## src/rtl/fetch_pkg.sv

```systemverilog
// Shared constants and types for the instruction-fetch sequencer.
package fetch_pkg;

   localparam int XLEN = 32;
   localparam int ILEN = 32;
   localparam logic [XLEN-1:0] DEFAULT_RESET_PC = 32'h0000_0000;

   typedef enum logic {
      RUN   = 1'b0,
      FAULT = 1'b1
   } fetch_state_t;

   typedef struct packed {
      logic [ILEN-1:0] instr;
      logic [XLEN-1:0] pc;
   } fetch_entry_t;

   function automatic logic is_word_aligned(input logic [XLEN-1:0] addr);
      return addr[1:0] == 2'b00;
   endfunction

endpackage

```

## src/rtl/fetch_ctrl_if.sv

```systemverilog
// Memory request/response, redirect and decode handshake bundle of fetch_ctrl.
interface fetch_ctrl_if;
   import fetch_pkg::*;

   logic            mem_req;
   logic [XLEN-1:0] mem_addr;
   logic            mem_gnt;
   logic            mem_rvalid;
   logic [ILEN-1:0] mem_rdata;
   logic            redirect;
   logic [XLEN-1:0] redirect_pc;
   logic            instr_valid;
   logic            instr_ready;
   logic [ILEN-1:0] instr;
   logic [XLEN-1:0] instr_pc;
   logic            fetch_fault;

   modport master (
      output mem_req, mem_addr, instr_valid, instr, instr_pc, fetch_fault,
      input  mem_gnt, mem_rvalid, mem_rdata, redirect, redirect_pc, instr_ready
   );

   modport slave (
      input  mem_req, mem_addr, instr_valid, instr, instr_pc, fetch_fault,
      output mem_gnt, mem_rvalid, mem_rdata, redirect, redirect_pc, instr_ready
   );

endinterface

```

## src/rtl/fetch_fifo.sv

```systemverilog
// Small synchronous FIFO with flush; DEPTH must be a power of two so the
// pointers wrap naturally.
module fetch_fifo #(
   parameter int DEPTH = 2,
   parameter int WIDTH = 32,
   localparam int AW = $clog2(DEPTH),
   localparam int CW = $clog2(DEPTH) + 1
) (
   input  logic             clk,
   input  logic             reset,
   input  logic             push,
   input  logic             pop,
   input  logic             flush,
   input  logic [WIDTH-1:0] wdata,
   output logic [WIDTH-1:0] rdata,
   output logic             full,
   output logic             empty,
   output logic [CW-1:0]    count
);

   logic [WIDTH-1:0] storage [DEPTH];
   logic [AW-1:0]    wr_ptr;
   logic [AW-1:0]    rd_ptr;
   logic             do_push;
   logic             do_pop;

   assign empty   = count == '0;
   assign full    = count == CW'(DEPTH);
   assign do_pop  = pop && !empty;
   assign do_push = push && (!full || do_pop);
   assign rdata   = storage[rd_ptr];

   // Flush drops everything queued; storage keeps stale words that are never read as valid.
   always_ff @(posedge clk) begin
      if (reset) begin
         wr_ptr <= '0;
         rd_ptr <= '0;
         count  <= '0;
         for (int i = 0; i < DEPTH; i++) begin
            storage[i] <= '0;
         end
      end else if (flush) begin
         wr_ptr <= '0;
         rd_ptr <= '0;
         count  <= '0;
      end else begin
         if (do_push) begin
            storage[wr_ptr] <= wdata;
            wr_ptr          <= wr_ptr + AW'(1);
         end
         if (do_pop) begin
            rd_ptr <= rd_ptr + AW'(1);
         end
         if (do_push && !do_pop) begin
            count <= count + CW'(1);
         end else if (do_pop && !do_push) begin
            count <= count - CW'(1);
         end
      end
   end

endmodule

```

## src/rtl/fetch_ctrl.sv

```systemverilog
// Instruction-fetch sequencer: credit-limited in-order word fetch, decode buffer,
// redirect flush. Define FETCH_TRACE_EN for simulation-only decode/fault tracing.
module fetch_ctrl
   import fetch_pkg::*;
#(
   parameter logic [XLEN-1:0] RESET_PC  = DEFAULT_RESET_PC,
   parameter int              BUF_DEPTH = 2
) (
   input logic          clk,
   input logic          reset,
   fetch_ctrl_if.master bus
);

   localparam int CW = $clog2(BUF_DEPTH) + 1;
   localparam logic [CW:0] DEPTH_LIMIT = (CW+1)'(BUF_DEPTH);

   fetch_state_t    state;
   fetch_state_t    state_next;
   logic [XLEN-1:0] fetch_pc;
   logic [XLEN-1:0] resp_pc;
   logic [CW-1:0]   occupancy;
   logic [CW-1:0]   outstanding;
   logic [CW-1:0]   discard;
   logic [CW:0]     credits_used;
   logic            redirect_take;
   logic            redirect_aligned;
   logic            issue;
   logic            resp_ack;
   logic            push;
   logic            pop;
   logic            addr_full;
   logic            addr_empty;
   logic            instr_full;
   logic            instr_empty;
   fetch_entry_t    push_entry;
   fetch_entry_t    head_entry;

   assign redirect_take    = bus.redirect && state == RUN;
   assign redirect_aligned = is_word_aligned(bus.redirect_pc);
   assign credits_used     = {1'b0, occupancy} + {1'b0, outstanding};
   assign issue            = bus.mem_req && bus.mem_gnt;
   assign resp_ack         = bus.mem_rvalid && !addr_empty;
   assign push             = resp_ack && !redirect_take && discard == '0 && state == RUN
                             && (!instr_full || pop);
   assign pop              = bus.instr_valid && bus.instr_ready && !redirect_take;
   assign push_entry       = '{instr: bus.mem_rdata, pc: resp_pc};

   assign bus.mem_addr = fetch_pc;
   assign bus.instr    = head_entry.instr;
   assign bus.instr_pc = head_entry.pc;

   // Addresses of requests in flight, so each in-order response knows its PC.
   fetch_fifo #(.DEPTH(BUF_DEPTH), .WIDTH(XLEN)) u_addr_q (
      .clk   (clk),
      .reset (reset),
      .push  (issue),
      .pop   (resp_ack),
      .flush (1'b0),
      .wdata (fetch_pc),
      .rdata (resp_pc),
      .full  (addr_full),
      .empty (addr_empty),
      .count (outstanding)
   );

   fetch_fifo #(.DEPTH(BUF_DEPTH), .WIDTH($bits(fetch_entry_t))) u_instr_q (
      .clk   (clk),
      .reset (reset),
      .push  (push),
      .pop   (pop),
      .flush (redirect_take),
      .wdata (push_entry),
      .rdata (head_entry),
      .full  (instr_full),
      .empty (instr_empty),
      .count (occupancy)
   );

   always_ff @(posedge clk) begin
      if (reset) begin
         state <= RUN;
      end else begin
         state <= state_next;
      end
   end

   always_comb begin
      state_next = state;
      case (state)
         RUN:     if (bus.redirect && !redirect_aligned) state_next = FAULT;
         FAULT:   state_next = FAULT;
         default: state_next = RUN;
      endcase
   end

   // Requests only go out while every buffered or in-flight word still has a slot.
   always_comb begin
      bus.mem_req     = 1'b0;
      bus.instr_valid = 1'b0;
      bus.fetch_fault = 1'b0;
      case (state)
         RUN: begin
            bus.mem_req     = !reset && !bus.redirect && !addr_full
                              && (credits_used < DEPTH_LIMIT);
            bus.instr_valid = !instr_empty;
         end
         FAULT:   bus.fetch_fault = 1'b1;
         default: ;
      endcase
   end

   always_ff @(posedge clk) begin
      if (reset) begin
         fetch_pc <= RESET_PC;
      end else if (redirect_take) begin
         if (redirect_aligned) begin
            fetch_pc <= bus.redirect_pc;
         end
      end else if (issue) begin
         fetch_pc <= fetch_pc + 32'd4;
      end
   end

   // Everything still in flight after a redirect belongs to the old stream.
   always_ff @(posedge clk) begin
      if (reset) begin
         discard <= '0;
      end else if (redirect_take) begin
         discard <= resp_ack ? outstanding - CW'(1) : outstanding;
      end else if (resp_ack && discard != '0) begin
         discard <= discard - CW'(1);
      end
   end

`ifdef FETCH_TRACE_EN
   always_ff @(posedge clk) begin
      if (!reset && pop) begin
         $display("PC: 0x%h, Instruction: 0x%h", bus.instr_pc, bus.instr);
      end
      if (!reset && state == RUN && state_next == FAULT) begin
         $display("fetch_ctrl: misaligned redirect to 0x%h, entering fault state", bus.redirect_pc);
      end
   end
`else
`endif

endmodule

```

## src/flat_wrapper.sv

```systemverilog
// flat-port wrapper written by rule: the top's interface ports become plain ports
module fetch_ctrl_flat import fetch_pkg::*;
#(
   parameter logic [XLEN-1:0] RESET_PC  = DEFAULT_RESET_PC,
   parameter int              BUF_DEPTH = 2
)
  (clk, reset, bus_mem_req, bus_mem_addr, bus_instr_valid, bus_instr, bus_instr_pc, bus_fetch_fault, bus_mem_gnt, bus_mem_rvalid, bus_mem_rdata, bus_redirect, bus_redirect_pc, bus_instr_ready);
  fetch_ctrl_if bus_i ();
  input logic clk;
  input logic reset;
  output wire logic [$bits(bus_i.mem_req)-1:0] bus_mem_req;
  output wire logic [$bits(bus_i.mem_addr)-1:0] bus_mem_addr;
  output wire logic [$bits(bus_i.instr_valid)-1:0] bus_instr_valid;
  output wire logic [$bits(bus_i.instr)-1:0] bus_instr;
  output wire logic [$bits(bus_i.instr_pc)-1:0] bus_instr_pc;
  output wire logic [$bits(bus_i.fetch_fault)-1:0] bus_fetch_fault;
  input wire logic [$bits(bus_i.mem_gnt)-1:0] bus_mem_gnt;
  input wire logic [$bits(bus_i.mem_rvalid)-1:0] bus_mem_rvalid;
  input wire logic [$bits(bus_i.mem_rdata)-1:0] bus_mem_rdata;
  input wire logic [$bits(bus_i.redirect)-1:0] bus_redirect;
  input wire logic [$bits(bus_i.redirect_pc)-1:0] bus_redirect_pc;
  input wire logic [$bits(bus_i.instr_ready)-1:0] bus_instr_ready;
  assign bus_mem_req = bus_i.mem_req;
  assign bus_mem_addr = bus_i.mem_addr;
  assign bus_instr_valid = bus_i.instr_valid;
  assign bus_instr = bus_i.instr;
  assign bus_instr_pc = bus_i.instr_pc;
  assign bus_fetch_fault = bus_i.fetch_fault;
  assign bus_i.mem_gnt = bus_mem_gnt;
  assign bus_i.mem_rvalid = bus_mem_rvalid;
  assign bus_i.mem_rdata = bus_mem_rdata;
  assign bus_i.redirect = bus_redirect;
  assign bus_i.redirect_pc = bus_redirect_pc;
  assign bus_i.instr_ready = bus_instr_ready;
  fetch_ctrl #(.RESET_PC(RESET_PC), .BUF_DEPTH(BUF_DEPTH)) u_core (.clk(clk), .reset(reset), .bus(bus_i));
endmodule
```

## config.mk

```make
export PLATFORM = sky130hd
export DESIGN_NAME = fetch_ctrl_flat
export DESIGN_NICKNAME = d
export VERILOG_FILES = /design/src/rtl/fetch_pkg.sv /design/src/rtl/fetch_ctrl_if.sv /design/src/rtl/fetch_fifo.sv /design/src/rtl/fetch_ctrl.sv /design/src/flat_wrapper.sv
export SDC_FILE = /design/constraint.sdc
export NUM_CORES = 1
export LEC_CHECK = 0
export CAP_MARGIN = 20
export CORE_ASPECT_RATIO = 1.25
export CORE_MARGIN = 3
export CORE_UTILIZATION = 58
export DETAILED_ROUTE_END_ITERATION = 8
export PLACE_DENSITY = 0.87
export SLEW_MARGIN = 5
export SYNTH_ARGS = -nofsm -noshare
export SYNTH_HDL_FRONTEND = slang
export SYNTH_SLANG_ARGS = --single-unit
```

## constraint.sdc

```tcl
create_clock -name clk -period 7.7 [get_ports clk]
set_input_delay 1.54 -clock clk [delete_from_list [all_inputs] [get_ports clk]]
set_output_delay 1.54 -clock clk [all_outputs]
set_load 0.05 [all_outputs]
```

==> metrics.csv, run 1 <==
metric,value,unit
Die ar.,20400,sq um
leading area contributor after synthesis,edfxtp_1,
"EDFF count, synth",192,
pwr/cell area,237.5,nW/um^2
"Slew Viols, Final",0,
CP endpoint kind,primary output,
critical path peak fanout,50,
GPL Wtd Cong,0.9019,
CTS Hold Bufs,0,
Yosys top cell area share,53.12,%
Worst path slowest cell,clkdlybuf4s50_1,
cell count after synthesis,892,
Comb power frac,16.4,%
RSZ-0062 raised after global routing,no,
peak supply drop,0.0001727,V
dominant cells by area after synthesis,"edfxtp_1, dfxtp_1, mux2_2, and2_1, nor2_1",
post-cts sizing count,0,
width of the die,128.4,microns
Async SR Flop Fraction,0,%
family with the most delay on the worst path,buffers and inverters,
Clock Power Share,35.3,%
TNS Setup,0,ns
Synth Flop Type,edfxtp_1,
final hold violation count,0,
LEAKAGE,0.004914,uW
Synthesis Warnings,0,
ANT cells,0,
Placed Cells incl. Taps,1237,
status,"finished, final reports clean",
final antenna-violating net count,0,
Reg power frac,48.3,%
final worst path period share,68.12,%
H-tree levels,1,
GRT Resource Usage Total,23.83,%
clock buffer depth,3,
fin crit period,5.245,ns
vias in the first global route,7607,
Psw,862.6,uW
hold path depth,2,
max-cap violations,0,
register area,6669,sq um
Port-buffer cells,168,
Synth-to-Final Area Change,24.36,%
Clock Skew,0.03082,ns
largest net degree at the start of global routing,65,
switch share,26.91,%
row count,55,
DIE HEIGHT,158.9,microns
"Largest stage delay, worst path",0.80,ns
synth unique cells,57,
Mapped Avg Cell Area,12.17,sq um
layout cells sized above 1,13.47,%
initial antenna violation count,0,
kind of critical path,in2out,
Yosys reg bits,237,
fmax,190.7,MHz
Post-CTS Setup Repair Bufs,0,
CP Data Required Time,6.16,ns
Initial Util,59.52,%
initial DRC count,563,
global-route wire length before repair,39410,microns
worst-margin pin slew,1.127,ns
P_int,2343,uW
Max-slew headroom,24.77,%
routed vias/inst,5.923,
gr ovfl total,0,
final cell count without fillers,1282,
WP buf/inv,3,
hold crit path type,reg2reg,
DR WL/cell,19.42,microns
WP data arrival,3.70,ns
Register-to-Register Path Depth,10,
Levels on crit path,5,
I/O pins,169,
"commonest non-fill, non-tap cell in the layout",edfxtp_1,
most numerous cell on the critical path,clkdlybuf4s50_1,
net count after synthesis,969,
post-DP HPWL,16490,microns
root buffer cell,clkbuf_16,
Inserted Clock Buffers,23,
clk slew on worst S/H paths,0.07,ns
drt first pass iters,5,
WL final,24890,microns
number of fill cells,1183,
multi-input logic area,3891,sq um
vias,7593,
Final setup viols,0,
crit path cell chain,clkdlybuf4s50_1 -> buf_4 -> nor4_2 -> and2_1 -> clkdlybuf4s50_1,
post-synthesis sequential area ratio,61.42,%
CORE AREA,18240,sq um
Clock Latency Late Sink,0.52,ns
CTS tree,built,
most frequent cells in the layout,"edfxtp_1, clkdlybuf4s50_1, nor2_1, and2_1, mux2_2",
detailed-route DRC error count,0,
startpoint class of the critical path,input pin,
post-synthesis cell area,10850,sq um
final net count,1114,
CTS sink cnt,237,
through the flow:
stage	setup WS [ns]	hold WS [ns]	total power, uW	util [%]	instance area [sq um]
after floorplan	3.179	0.4667	1912	-	10850
after global placement	1.869	0.4836	2077	69.35	12650
after detailed placement	1.712	0.4902	2094	69.46	12670
after CTS	2.215	0.5019	3216	73.67	13440
after global routing	2.366	0.5267	3322	74.02	13500
final	2.455	0.5051	3205	74.02	13500
power by group through the flow:
stage | Clock (uW) | Sequential [uW] | Combinational (uW)
2_1_floorplan | 0 | 1560 | 355
3_3_place_gp | 0 | 1570 | 511
3_5_place_dp | 0 | 1570 | 521
4_1_cts | 1140 | 1550 | 526
5_1_grt | 1200 | 1560 | 563
6_report | 1130 | 1550 | 526
cells in the mapped netlist, types with 2 or more instances:
cell type  instances
nand3b_1           3
nand2_1           37
a2bb2oi_1          3
and3_1            40
clkbuf_1          51
nor2_1           114
and2_1            96
edfxtp_1         192
ha_1               6
buf_6              4
or2_2              2
nand2b_1           8
and2_2             2
nand4_2            2
a22o_1             6
o22ai_1            2
buf_2              5
o211ai_1          10
a21oi_1           21
nor3_1            13
xnor2_1            3
nand4_1           13
or3_1              7
o211a_1            2
nand3_1           19
a21o_1             2
or4_1              5
nor4_2             3
dfxtp_1           45
inv_1             12
nor2b_1            3
nor4_1             6
a31oi_1            7
mux2_2            64
mux2i_1           36
o21ai_0           14
xor2_1             6
a22oi_1            9
state kept, by name (all words and copies together) (netlist names), named ones only:
name and cells:
u_core.u_instr_q.storage 128, u_core.u_instr_q.rd_ptr 1, u_core.bus.mem_addr 32, u_core.u_addr_q.rd_ptr 1, u_core.u_addr_q.wr_ptr 1, u_core.u_addr_q.count 2
u_core.u_addr_q.storage 64, u_core.state 1, u_core.u_instr_q.count 2, u_core.discard 2, u_core.u_instr_q.wr_ptr 1
layout make-up:
type	instances	area share, %
timing repair buffer	182	13.63
tap	228	2.113
inverter	12	0.3337
sequential	237	49.41
multi-input combinational	581	28.83
clock inverter	15	1.168
clock buffer	27	4.524
layer usage:
metal	GRT usage [%]	vias to the layer above	routed length (microns)
met5	0	-	0
met4	9.218	0	762
met3	3.356	52	1732
met2	39.71	345	12540
met1	31.60	3676	9860
li1	-	3520	-
tightest hold or removal path, delay by kind of cell (launching register included):
kind | cells | cell delay, ns
flops | 1 | 0.33
simple gates | 2 | 0.14
final timing paths:
kind              slack (ns)                                            to                                   from
hold / removal          0.51           u_core.u_addr_q.wr_ptr$_SDFFE_PP0N_    u_core.u_addr_q.wr_ptr$_SDFFE_PP0N_
setup reg to reg        3.61  u_core.u_instr_q.storage[1][2]$_SDFFCE_PN0P_  u_core.u_addr_q.count[1]$_SDFFE_PP0P_
hold reg to reg         0.51           u_core.u_addr_q.wr_ptr$_SDFFE_PP0N_    u_core.u_addr_q.wr_ptr$_SDFFE_PP0N_
setup / recovery        2.46                                   bus_mem_req                                  reset
cells by family (layout without fill, tap and decap cells):
logic type | Yosys count | count (layout) | share of synthesized area (%)
simple gates | 382 | 382 | 18.99
buf+inv | 74 | 236 | 3.020
mux | 100 | 100 | 9.960
fa+ha+maj | 7 | 7 | 0.8761
flops | 237 | 237 | 61.42
compound gates | 83 | 83 | 5.014
xor+xnor | 9 | 9 | 0.7263
Note: power is estimated with default switching activity, not from simulation.
==> inputs of run 2 (changes only) <==
--- a/config.mk
+++ b/config.mk
@@ -8,9 +8,9 @@
 export CAP_MARGIN = 20
 export CORE_ASPECT_RATIO = 1.25
 export CORE_MARGIN = 3
-export CORE_UTILIZATION = 58
+export CORE_UTILIZATION = 54
 export DETAILED_ROUTE_END_ITERATION = 8
-export PLACE_DENSITY = 0.87
+export PLACE_DENSITY = 0.82
 export SLEW_MARGIN = 5
 export SYNTH_ARGS = -nofsm -noshare
 export SYNTH_HDL_FRONTEND = slang
==> constraint.sdc (replaced) <==
create_clock -name clk -period 5.3 [get_ports clk]
set_input_delay 1.06 -clock clk [delete_from_list [all_inputs] [get_ports clk]]
set_output_delay 1.06 -clock clk [all_outputs]
set_load 0.05 [all_outputs]
==> run 2 against run 1 <==
  * Register-to-register slack got worse by 1.7 ns
  * Hold slack improved by 0.0077 ns
  * Clock skew decreased by 0.018 ns
  * Sequential cell count unchanged
  * Final cell count increased by 3.0%
  * First-iteration DRC count decreased by 23%
==> metrics.csv, run 2 (synthesized netlist as in run 1, its figures left out) <==
metric,value,unit
ANT cells,0,
global-route wire length before repair,38000,microns
final worst path period share,81.10,%
clk slew on worst S/H paths,0.06,ns
TNS Setup,0,ns
vias,7392,
vias in the first global route,7523,
initial antenna violation count,0,
hold path endpoint,u_core.u_addr_q.wr_ptr$_SDFFE_PP0N_,
final hold violation count,0,
RSZ-0062 raised after global routing,no,
CP endpoint kind,primary output,
CTS sink cnt,237,
initial DRC count,431,
Comb power frac,16.8,%
fmax,232.6,MHz
hold slack,0.5129,ns
GPL Wtd Cong,0.8776,
most frequent cells in the layout,"edfxtp_1, clkdlybuf4s50_1, nor2_1, and2_1, mux2_2",
gr ovfl total,0,
crit path from,reset,
final net count,1117,
FF-to-FF Start,u_core.u_addr_q.count[0]$_SDFFE_PP0P_,
kind of critical path,in2out,
critical path peak fanout,14,
detailed-route DRC error count,0,
width of the die,132.8,microns
switch share,26.69,%
CTS tree,built,
startpoint class of the critical path,input pin,
CP Data Required Time,4.24,ns
met1 wire length,9687,microns
final instance area,13480,sq um
WL final,23540,microns
DR WL/cell,17.82,microns
row count,57,
"commonest non-fill, non-tap cell in the layout",edfxtp_1,
worst-margin pin slew,0.9896,ns
WP data arrival,3.24,ns
status,"finished, final reports clean",
root buffer cell,clkbuf_16,
Synth-to-Final Area Change,24.23,%
GRT Resource Usage Total,21.32,%
final antenna-violating net count,0,
Post-CTS Setup Repair Bufs,0,
Largest Register,u_core.u_instr_q.storage,
min-delay src,u_core.u_addr_q.wr_ptr$_SDFFE_PP0N_,
clock buffer depth,3,
routed vias/inst,5.596,
Register-to-Register Path Depth,8,
Port-buffer cells,168,
Clock Skew,0.01304,ns
H-tree levels,1,
peak supply drop,0.0002146,V
Final setup viols,0,
placed cell areas,12760,sq um
fin crit period,4.298,ns
post-DP HPWL,15710,microns
Reg power frac,49.5,%
Die ar.,21850,sq um
Psw,1210,uW
Initial Util,55.34,%
pwr/cell area,336.3,nW/um^2
Max-slew headroom,34.03,%
RR Endpoint,u_core.u_instr_q.storage[0][54]$_SDFFCE_PN0P_,
Tot Pwr,4534,uW
R2R Setup Slk,1.96,ns
"Slew Viols, Final",0,
hold crit path type,reg2reg,
Clock Power Share,33.8,%
uppermost layer routed,met4,
met3 wire len,1529,microns
met2 WL,11940,microns
drt first pass iters,5,
CORE AREA,19610,sq um
post-cts sizing count,0,
layout cells sized above 1,12.97,%
CTS Hold Bufs,0,
DIE HEIGHT,164.5,microns
largest net degree at the start of global routing,65,
Inserted Clock Buffers,22,
P_int,3324,uW
I/O pins,169,
hold path depth,2,
Clock Latency Late Sink,0.50,ns
number of flip-flops under the largest register name,128,
max-cap violations,0,
LEAKAGE,0.004882,uW
run 2: layer usage:
metal	vias up	GRT usage (%)
met2	267	38.19
met3	33	3.138
met1	3567	27.08
met5	-	0
met4	0	6.096
li1	3525	-
run 2: cell type report:
class | count | area (sq um)
fill | 1373 | 6128
timing repair buffer | 186 | 1847
sequential | 237 | 6669
inverter | 12 | 45.04
tap | 265 | 331.6
clock buffer | 29 | 598.1
multi-input combinational | 581 | 3891
clock inverter | 11 | 102.6
run 2: worst max-delay path by stage:
stage,endpoint,slack [ns],depth (start not counted)
after detailed placement,bus_mem_req,1.03,4
after global routing,bus_mem_req,0.86,4
after floorplan,u_core.u_instr_q.storage[0][0]$_SDFFCE_PN0P_,1.26,6
after CTS,bus_mem_req,1.01,4
after global placement,bus_mem_req,1.04,4
final,bus_mem_req,1.00,4
run 2: worst max-delay path: stages:
cell and delay (ns):
clkdlybuf4s50_1 0.67, nor4_2 0.52, and2_1 0.19, clkdlybuf4s50_1 0.80
run 2: stage by stage:
step	utilization [%]	setup slack, ns	std cells
global route	68.75	0.8634	1321
floorplan	-	1.259	892
CTS	68.63	1.012	1320
detailed placement	65.05	1.026	1280
global placement	65.05	1.042	1280
finish	68.75	1.002	1321
run 2: power by group through the flow:
| stage | Sequential [uW] | Combinational, uW | Clock [uW] |
|---|---|---|---|
| detailed placement | 2290 | 751 | 0 |
| global placement | 2280 | 743 | 0 |
| global route | 2260 | 818 | 1620 |
| floorplan | 2260 | 515 | 0 |
| finish | 2240 | 761 | 1530 |
| CTS | 2250 | 757 | 1550 |
